File: config.mk
export PLATFORM = sky130hd
export DESIGN_NAME = oscillo_readout
export DESIGN_NICKNAME = d
export VERILOG_FILES = /design/src/rtl/oscillo_readout.sv
export SDC_FILE = /design/constraint.sdc
export NUM_CORES = 1
export LEC_CHECK = 0
export CAP_MARGIN = 10
export CELL_PAD_IN_SITES_DETAIL_PLACEMENT = 0
export CELL_PAD_IN_SITES_GLOBAL_PLACEMENT = 2
export CORE_ASPECT_RATIO = 0.6
export CORE_MARGIN = 4
export CORE_UTILIZATION = 31
export CTS_BUF_LIST = sky130_fd_sc_hd__clkbuf_4 sky130_fd_sc_hd__clkbuf_8
export CTS_CLUSTER_DIAMETER = 150
export DETAILED_ROUTE_END_ITERATION = 10
export PLACE_DENSITY = 0.79
export SLEW_MARGIN = 20
export SYNTH_ARGS = -nofsm -noshare
export SYNTH_HDL_FRONTEND = slang
export SYNTH_SLANG_ARGS = --single-unit
File: constraint.sdc
create_clock -name clk -period 2.36 [get_ports clk]
set_clock_uncertainty 0.05 [all_clocks]
set_input_delay 0.354 -clock clk [delete_from_list [all_inputs] [get_ports clk]]
set_output_delay 0.354 -clock clk [all_outputs]
set_load 0.03 [all_outputs]
File: src/rtl/oscillo_readout.sv
// Readout sequencer: walks the four acquisition channel RAMs in time order and streams the selected bytes.
// Optional trailing XOR checksum byte is enabled by defining OSCILLO_READOUT_CHECKSUM_EN.
module oscillo_readout #(
    parameter int RAM_WIDTH = 10
) (
    input  logic                 clk,
    input  logic                 rstn,
    input  logic                 data_ready,
    input  logic [RAM_WIDTH-1:0] wraddress_triggerpoint,
    input  logic [RAM_WIDTH-1:0] triggerpoint,
    input  logic [RAM_WIDTH-1:0] nsmp,
    input  logic [3:0]           chanmask,
    input  logic                 readreq,
    output logic                 rden,
    output logic [RAM_WIDTH-1:0] rdaddress,
    input  logic [7:0]           ram_q1,
    input  logic [7:0]           ram_q2,
    input  logic [7:0]           ram_q3,
    input  logic [7:0]           ram_q4,
    output logic [7:0]           tx_data,
    output logic                 tx_valid,
    input  logic                 tx_ready,
    output logic                 busy,
    output logic                 done
);

    typedef enum logic [2:0] {
        S_IDLE,
        S_ADDR,
        S_CAPT,
        S_SEND,
`ifdef OSCILLO_READOUT_CHECKSUM_EN
        S_CSUM,
`endif
        S_FIN
    } state_t;

    state_t               state, state_next;
    logic [3:0]           mask_q;
    logic [1:0]           chan;
    logic [7:0]           hold [4];
    logic [RAM_WIDTH:0]   remaining;
    logic                 start, accept, last_chan;
    logic [2:0]           first_chan, next_chan;
`ifdef OSCILLO_READOUT_CHECKSUM_EN
    logic [7:0]           csum;
`endif

    // Lowest set bit of m at index >= from; 4 means none left.
    function automatic logic [2:0] next_set(input logic [3:0] m, input logic [2:0] from);
        logic [2:0] r;
        r = 3'd4;
        for (int i = 3; i >= 0; i--) begin
            if (i >= int'(from) && m[i]) r = 3'(i);
        end
        return r;
    endfunction

    assign start      = readreq && data_ready;
    assign accept     = tx_valid && tx_ready;
    assign first_chan = next_set(mask_q, 3'd0);
    assign next_chan  = next_set(mask_q, {1'b0, chan} + 3'd1);
    assign last_chan  = next_chan[2];

    // NOTE: sequential state uses non-blocking (<=) so every flop samples pre-edge values.
    always_ff @(posedge clk) begin
        if (!rstn) state <= S_IDLE;
        else       state <= state_next;
    end

    // NOTE: comb blocks assign a default first so no path infers a latch.
    always_comb begin
        state_next = state;
        case (state)
            S_IDLE: if (start) begin
`ifdef OSCILLO_READOUT_CHECKSUM_EN
                state_next = (chanmask == 4'd0) ? S_CSUM : S_ADDR;
`else
                state_next = (chanmask == 4'd0) ? S_FIN : S_ADDR;
`endif
            end
            S_ADDR: state_next = S_CAPT;
            S_CAPT: state_next = S_SEND;
            S_SEND: if (accept && last_chan) begin
                if (remaining == (RAM_WIDTH+1)'(1)) begin
`ifdef OSCILLO_READOUT_CHECKSUM_EN
                    state_next = S_CSUM;
`else
                    state_next = S_FIN;
`endif
                end else begin
                    state_next = S_ADDR;
                end
            end
`ifdef OSCILLO_READOUT_CHECKSUM_EN
            S_CSUM: if (accept) state_next = S_FIN;
`endif
            S_FIN:  state_next = S_IDLE;
            default: state_next = S_IDLE;
        endcase
    end

    always_comb begin
        rden     = (state == S_ADDR);
        busy     = (state != S_IDLE);
        done     = (state == S_FIN);
        tx_valid = 1'b0;
        tx_data  = 8'h00;
        case (state)
            S_SEND: begin
                tx_valid = 1'b1;
                tx_data  = hold[chan];
            end
`ifdef OSCILLO_READOUT_CHECKSUM_EN
            S_CSUM: begin
                tx_valid = 1'b1;
                tx_data  = csum;
            end
`endif
            default: ;
        endcase
    end

    // NOTE: the four-entry hold array is plain flops, so it is reset along with the counters.
    always_ff @(posedge clk) begin
        if (!rstn) begin
            rdaddress <= '0;
            remaining <= '0;
            mask_q    <= '0;
            chan      <= '0;
            for (int i = 0; i < 4; i++) hold[i] <= '0;
`ifdef OSCILLO_READOUT_CHECKSUM_EN
            csum      <= '0;
`endif
        end else begin
            case (state)
                S_IDLE: if (start) begin
                    rdaddress <= wraddress_triggerpoint - triggerpoint;
                    remaining <= (nsmp == '0) ? {1'b1, {RAM_WIDTH{1'b0}}} : {1'b0, nsmp};
                    mask_q    <= chanmask;
`ifdef OSCILLO_READOUT_CHECKSUM_EN
                    csum      <= '0;
`endif
                end
                S_CAPT: begin
                    hold[0] <= ram_q1;
                    hold[1] <= ram_q2;
                    hold[2] <= ram_q3;
                    hold[3] <= ram_q4;
                    chan    <= first_chan[1:0];
                end
                S_SEND: if (accept) begin
`ifdef OSCILLO_READOUT_CHECKSUM_EN
                    csum <= csum ^ tx_data;
`endif
                    if (last_chan) begin
                        remaining <= remaining - (RAM_WIDTH+1)'(1);
                        rdaddress <= rdaddress + RAM_WIDTH'(1);
                    end else begin
                        chan <= next_chan[1:0];
                    end
                end
                default: ;
            endcase
        end
    end

endmodule
; Word level (Yosys, flattened, before mapping)
; Memory sizes are Yosys's and may differ from the RTL's. A register that Yosys moved wholly into a read port is not among the register bits.
; Cells that the tools add are included.
[word_totals]
ff_bits = 30
ram_bits = 32
in_bits = 71
wordCells = 82
memories = 1
[mem_list]
columns = memory, words, word_bits, rd, rd_ports_with_merged_regs, wr, line
row1 = hold, 4, 8, 1, 1, 4, 41  ; logic [7:0] hold [4];
[classes]
add_sub_neg = 4
n_lt_le_gt_ge = 4
eq_ne = 10
n_mux = 37
n_bitwise = 4
n_reduce_logical = 17
[op_table]
columns = cell, n
row1 = 2-to-1 mux 11 bit, 4
row2 = 2-to-1 mux 8 bit, 5
row3 = 2-to-1 mux 10 bit, 3
row4 = 2-to-1 mux 3 bit, 8
row5 = one-hot mux 11 bit (2 select lines), 1
row6 = one-hot mux 10 bit (2 select lines), 1
row7 = 2-to-1 mux 2 bit, 8
row8 = one-hot mux 3 bit (4 select lines), 1
row9 = equality test 11 x 1 -> 1 bit (second input constant), 1
row10 = subtractor 11 x 1 -> 11 bit (second input constant), 1
row11 = adder 10 x 1 -> 10 bit (second input constant), 1
row12 = zero test 10 bit, 1
row13 = inequality test 2 bit (second input constant), 5
row14 = subtractor 10 bit, 1
row15 = logical AND 1 bit, 7
row16 = equality test 3 x 2 -> 1 bit (second input constant), 2
row17 = >= comparator 1 x 3 -> 1 bit (first input constant), 2
row18 = >= comparator 2 x 3 -> 1 bit (first input constant), 2
row19 = 2-to-1 mux 1 bit, 5
row20 = zero test 4 bit, 1
row21 = bitwise OR 1 bit, 4
row22 = one-hot mux 2 bit (2 select lines), 1
row23 = AND reduction 2 bit, 2
row24 = AND reduction 4 bit, 1
row25 = other kinds (7), 8

; Depth between registers and ports, before layout
[logic_depth]
word_depth = 12
ltp_mapped = 9
ltp_nobuf = 9

; Worst setup path before layout
; OpenSTA, ideal clock, no wires.
[synth_path]
kind = reg-to-output
startpoint = register state[2]
endpoint = output tx_data[0]
arrival_ps = 1627
required_time_ps = 1956
path_slack_ps = 329
stages_incl_launch_ff = 7
n_path_buf = 2
cell_sequence = dfxtp_1 inv_1 nand3_4 inv_2 buf_2 clkbuf_1 and2_1
[synth_via]
elab_chain_cells = 2
[synth_lines]
columns = item, line
row1 = "start, declared", 38  ; state_t state, state_next;
row2 = "start signal, assigned", 68  ; else state <= state_next;
row3 = equality test 3 x 2 -> 1 bit, 109  ; case (state)
row4 = 2-to-1 mux 8 bit, 109
row5 = "end, declared", 20  ; output logic [7:0] tx_data,
; No other way between the ends.

; Worst setup path after layout
[layout_path]
startpoint = input triggerpoint[1]
endpoint = register rdaddress[9]
[layout_via]
elab_chain_cells = 3
[layout_lines]
columns = item, line
row1 = "start, declared", 10  ; input logic [RAM_WIDTH-1:0] triggerpoint,
row2 = subtractor 10 bit, 138  ; rdaddress <= wraddress_triggerpoint - triggerpoint;
row3 = 2-to-1 mux 10 bit, 137  ; S_IDLE: if (start) begin
row4 = one-hot mux 10 bit (2 select lines), 136  ; case (state)
row5 = "end signal, assigned", 138
row6 = "end signal, assigned", 158  ; rdaddress <= rdaddress + RAM_WIDTH'(1);
row7 = "end, declared", 15  ; output logic [RAM_WIDTH-1:0] rdaddress,
; No other way between the ends. The select of a mux whose other input is x is not followed.
; A chain may end at the register's enable or synchronous reset.

==> summary.md <==
| Metric | Value |
|---|---|
| Max-Cap Viols | `0` |
| Footprint of the multi-input gates | `1990 sq um` |
| Cell row count | `30` |
| Syn-to-layout area delta | `37.5%` |
| Synth area leaders | `edfxtp_1, dfxtp_1, and2_1` |
| Sequential element share of the synthesized area | `42.7%` |
| CTS H-tree lvls | `3` |
| Hold Buf Count CTS | `0` |
| Critical Path Start Type | `input pin` |
| Hold_sp | `remaining[0]$_SDFFE_PN0P_` |
| Worst r2r src | `state[1]$_SDFFE_PN0P_` |
| Total number of vias | `3222` |
| Vias per cell | `about 4.9` |
| Period minus WS final | `around 2.2 ns` |
| Power density over the cells | `between 700 and 800 nW/um^2` |
| Syn avg cell area | `between 9 and 10 sq um` |
| Placed insts | `around 650` |
| Synth warnings | `0` |
| Residual DRC count | `0` |
| Clock sink total | `64` |
| Global Route Usage Sum | `15.0%` |
| Post-place instance area | `4940 sq um` |
| Reg area | `1600 sq um` |
| Die ar. | `roughly 14000 sq um` |
| Clock root buffer master | `clkbuf_8` |
| Num CTS Buffers | `9` |
| P_leak | `slightly below 2 nW` |
| Worst Setup Path Type | `in2reg` |
| Post-CTS Setup Bufs | `0` |
| #FFs+latches synth | `64` |
| WHS | `about 0.49 ns` |
| Non-filler instance count after layout | `roughly 660` |
| Initial Util | `about a third` |
| Wire per inst | `15.2 um` |
| Ys async rst share | `0%` |
| Status | `finished, final reports clean` |
| Hpwl dp | `7.67 mm` |
| # diodes | `0` |
| GR Util met2 | `about a fifth` |
| Cell Area, Synth | `approximately 3800 sq um` |
| Hold endpoint | `remaining[0]$_SDFFE_PN0P_` |
| Crit Path Max Fanout | `2` |
| Slew headroom | `between 60% and 70%` |
| Fmax | `0.454 GHz` |
| Initial antenna violation count | `0` |
| R2R setup slack | `0.37 ns` |
| ANT nets after route | `0` |
| Number of global-route vias before repair | `3041` |
| Crit path capture type | `flip-flop` |
| First-pass GRT wire length | `approximately 16 mm` |
| Port bufs | `just over 90` |
| WL final | `about 10 mm` |
| GRT Max-Usage Layer | `met1` |
| Crit path DAT | `around 2.4 ns` |
| Fin crit share | `slightly above 90%` |
| Placer Congestion | `between 0.7 and 0.8` |
| M1 GR Usage | `a little under a quarter` |
| Finish-stage setup viols | `0` |
| Ys flop type | `edfxtp_1` |
| Chip width | `roughly 150 um` |
| Worst IR drop on VDD | `roughly 240 uV` |
| Finished Cell Area | `5160 sq um` |
| Cell taking the most area after synthesis | `edfxtp_1` |
| GR Overflow Total | `0` |
| Grt met3 use | `~5%` |
| Largest net degree at the start of global routing | `33` |
| Filler instances | `between 1k and 1.5k` |
| I/O pin count | `93` |
| Top-area cell type share of the netlist area | `between 20% and 30%` |
| Initial DRC Count | `between 100 and 150` |
| CTS Buffer Depth | `2` |
| Cell variety after synth | `62` |
| Worst-skew pair later-pin latency | `0.35 ns` |
| Drt pass-1 iters | `4` |
| Mapped Cells | `approximately 400` |
| Worst-Margin Slew | `~0.45 ns` |
| Max-slew violations | `0` |
| Tot Pwr | `between 3 and 4 mW` |
| CTS clock-pin slew for the worst setup and hold paths | `about 0.070 ns` |
| Core Footprint | `around 12000 sq um` |
| Final hold vios | `0` |
| Worst Hold Depth | `2` |
| Hold Crit Class | `reg2reg` |
| Required @ worst endpoint | `~2.5 ns` |
| Layout cells sized above 1 | `approximately 14%` |
| Reg2Reg Depth | `6` |
| CTS tree | `built` |
| FF-to-FF End | `rdaddress[1]$_SDFFE_PN0P_` |
| EDFF count, synth | `32` |
| Nets | `just under 600` |
| Die Span Y | `93.3 um` |
| Post-Syn Nets | `481` |
| Unrepaired setup endpoints after global routing | `no` |
==> where the power goes <==
group | total, mW | internal, mW | switching [mW]
Sequential | 1.51 | 1.35 | 0.165
Combinational | 1.22 | 0.591 | 0.624
Clock | 1.05 | 0.594 | 0.460
Total | 3.78 | 2.53 | 1.25
==> per-layer routing <==
layer / vias up / share of wire [%]
met4: 0 / 0.68
li1: 1642 / -
met5: - / 0
met3: 7 / 5.4
met2: 70 / 41
met1: 1503 / 53
==> how the worst max path moves through the flow <==
stage	cells past startpoint	startpoint	end
final	10	triggerpoint[1]	rdaddress[9]$_SDFFE_PN0P_
after global routing	10	triggerpoint[1]	rdaddress[9]$_SDFFE_PN0P_
after CTS	2	state[0]$_SDFFE_PN0P_	rden
after detailed placement	10	wraddress_triggerpoint[0]	rdaddress[6]$_SDFFE_PN0P_
after global placement	10	triggerpoint[1]	rdaddress[9]$_SDFFE_PN0P_
after floorplan	6	state[2]$_SDFFE_PN0P_	tx_data[0]
==> placed cells by master, fill, tap and decap left out, types with 6 or more instances in the layout <==
cell type | netlist | routed
clkdlybuf4s50_1 | 0 | 81
and2_1 | 45 | 45
nor2_1 | 34 | 34
edfxtp_1 | 32 | 32
dfxtp_1 | 32 | 31
nand2_1 | 29 | 29
buf_4 | 4 | 28
a21oi_1 | 25 | 25
o21ai_0 | 24 | 24
inv_1 | 18 | 18
ha_1 | 12 | 12
nor3_1 | 11 | 11
nor2b_1 | 9 | 9
clkbuf_8 | 0 | 9
mux4_2 | 8 | 8
nand3_1 | 8 | 8
o21a_1 | 7 | 7
o21ai_1 | 6 | 6
==> layout make-up <==
| cell class | count | area share, % |
|---|---|---|
| multi-input cells | 292 | 38.5 |
| clock buffers | 9 | 2.40 |
| flip-flops and latches | 64 | 31.0 |
| inverters | 19 | 1.38 |
| well taps | 160 | 3.88 |
| clock inverters | 7 | 1.87 |
| repair buffers | 113 | 21.0 |
==> registers in the layout, indices dropped and copies added (netlist names), named ones only <==
register / count
chan: 2
hold: 32
mask_q: 4
rdaddress: 10
remaining: 11
state: 3
==> cell usage after synthesis, drive strengths merged (5+ instances only) <==
| master | instances |
|---|---|
| clkbuf | 12 |
| a21oi | 25 |
| nand3 | 9 |
| nor4 | 6 |
| mux4 | 8 |
| dfxtp | 32 |
| and2 | 45 |
| nor3 | 11 |
| nor2 | 35 |
| buf | 10 |
| o21ai | 30 |
| o21a | 7 |
| inv | 19 |
| edfxtp | 32 |
| a22oi | 5 |
| nand2 | 30 |
| ha | 12 |
| mux2i | 5 |
| nor2b | 9 |
==> per-stage QoR <==
stage | util, % | worst slack, ns | setup TNS, ns
2_1_floorplan | - | 0.329 | 0
3_3_place_gp | 42.7 | -0.162 | -0.612
3_5_place_dp | 42.7 | -0.201 | -0.879
4_1_cts | 44.6 | 0.00299 | 0
5_1_grt | 44.7 | 0.00358 | 0
6_report | 44.7 | 0.158 | 0
==> cell families (layout without fill, tap and decap cells) <==
| group | after synthesis | in the layout | synth area share [%] |
|---|---|---|---|
| and+or+nand+nor | 163 | 163 | 23.6 |
| muxes | 13 | 13 | 6.13 |
| xor gates and xnor gates | 4 | 4 | 0.933 |
| buffers and inverters | 41 | 148 | 4.60 |
| AOI/OAI and AO/OA | 99 | 99 | 17.6 |
| adders and majority gates | 13 | 13 | 4.53 |
| DFF | 64 | 64 | 42.7 |
==> what timing repair did <==
item                                    CTS  global route
pin swaps                                 0             2
endpoints found under the setup margin    1             3
gates resized for setup                   1             2
==> worst max-delay path, cell delays in order <==
cell and delay [ns]:
clkdlybuf4s50_1 0.47, inv_1 0.04, ha_1 0.26, nor2b_1 0.14
o31a_1 0.27, o21ai_0 0.30, buf_4 0.18, o21ai_0 0.12
nand4b_1 0.12, o221ai_1 0.10
Note: power is estimated with default switching activity, not from simulation.
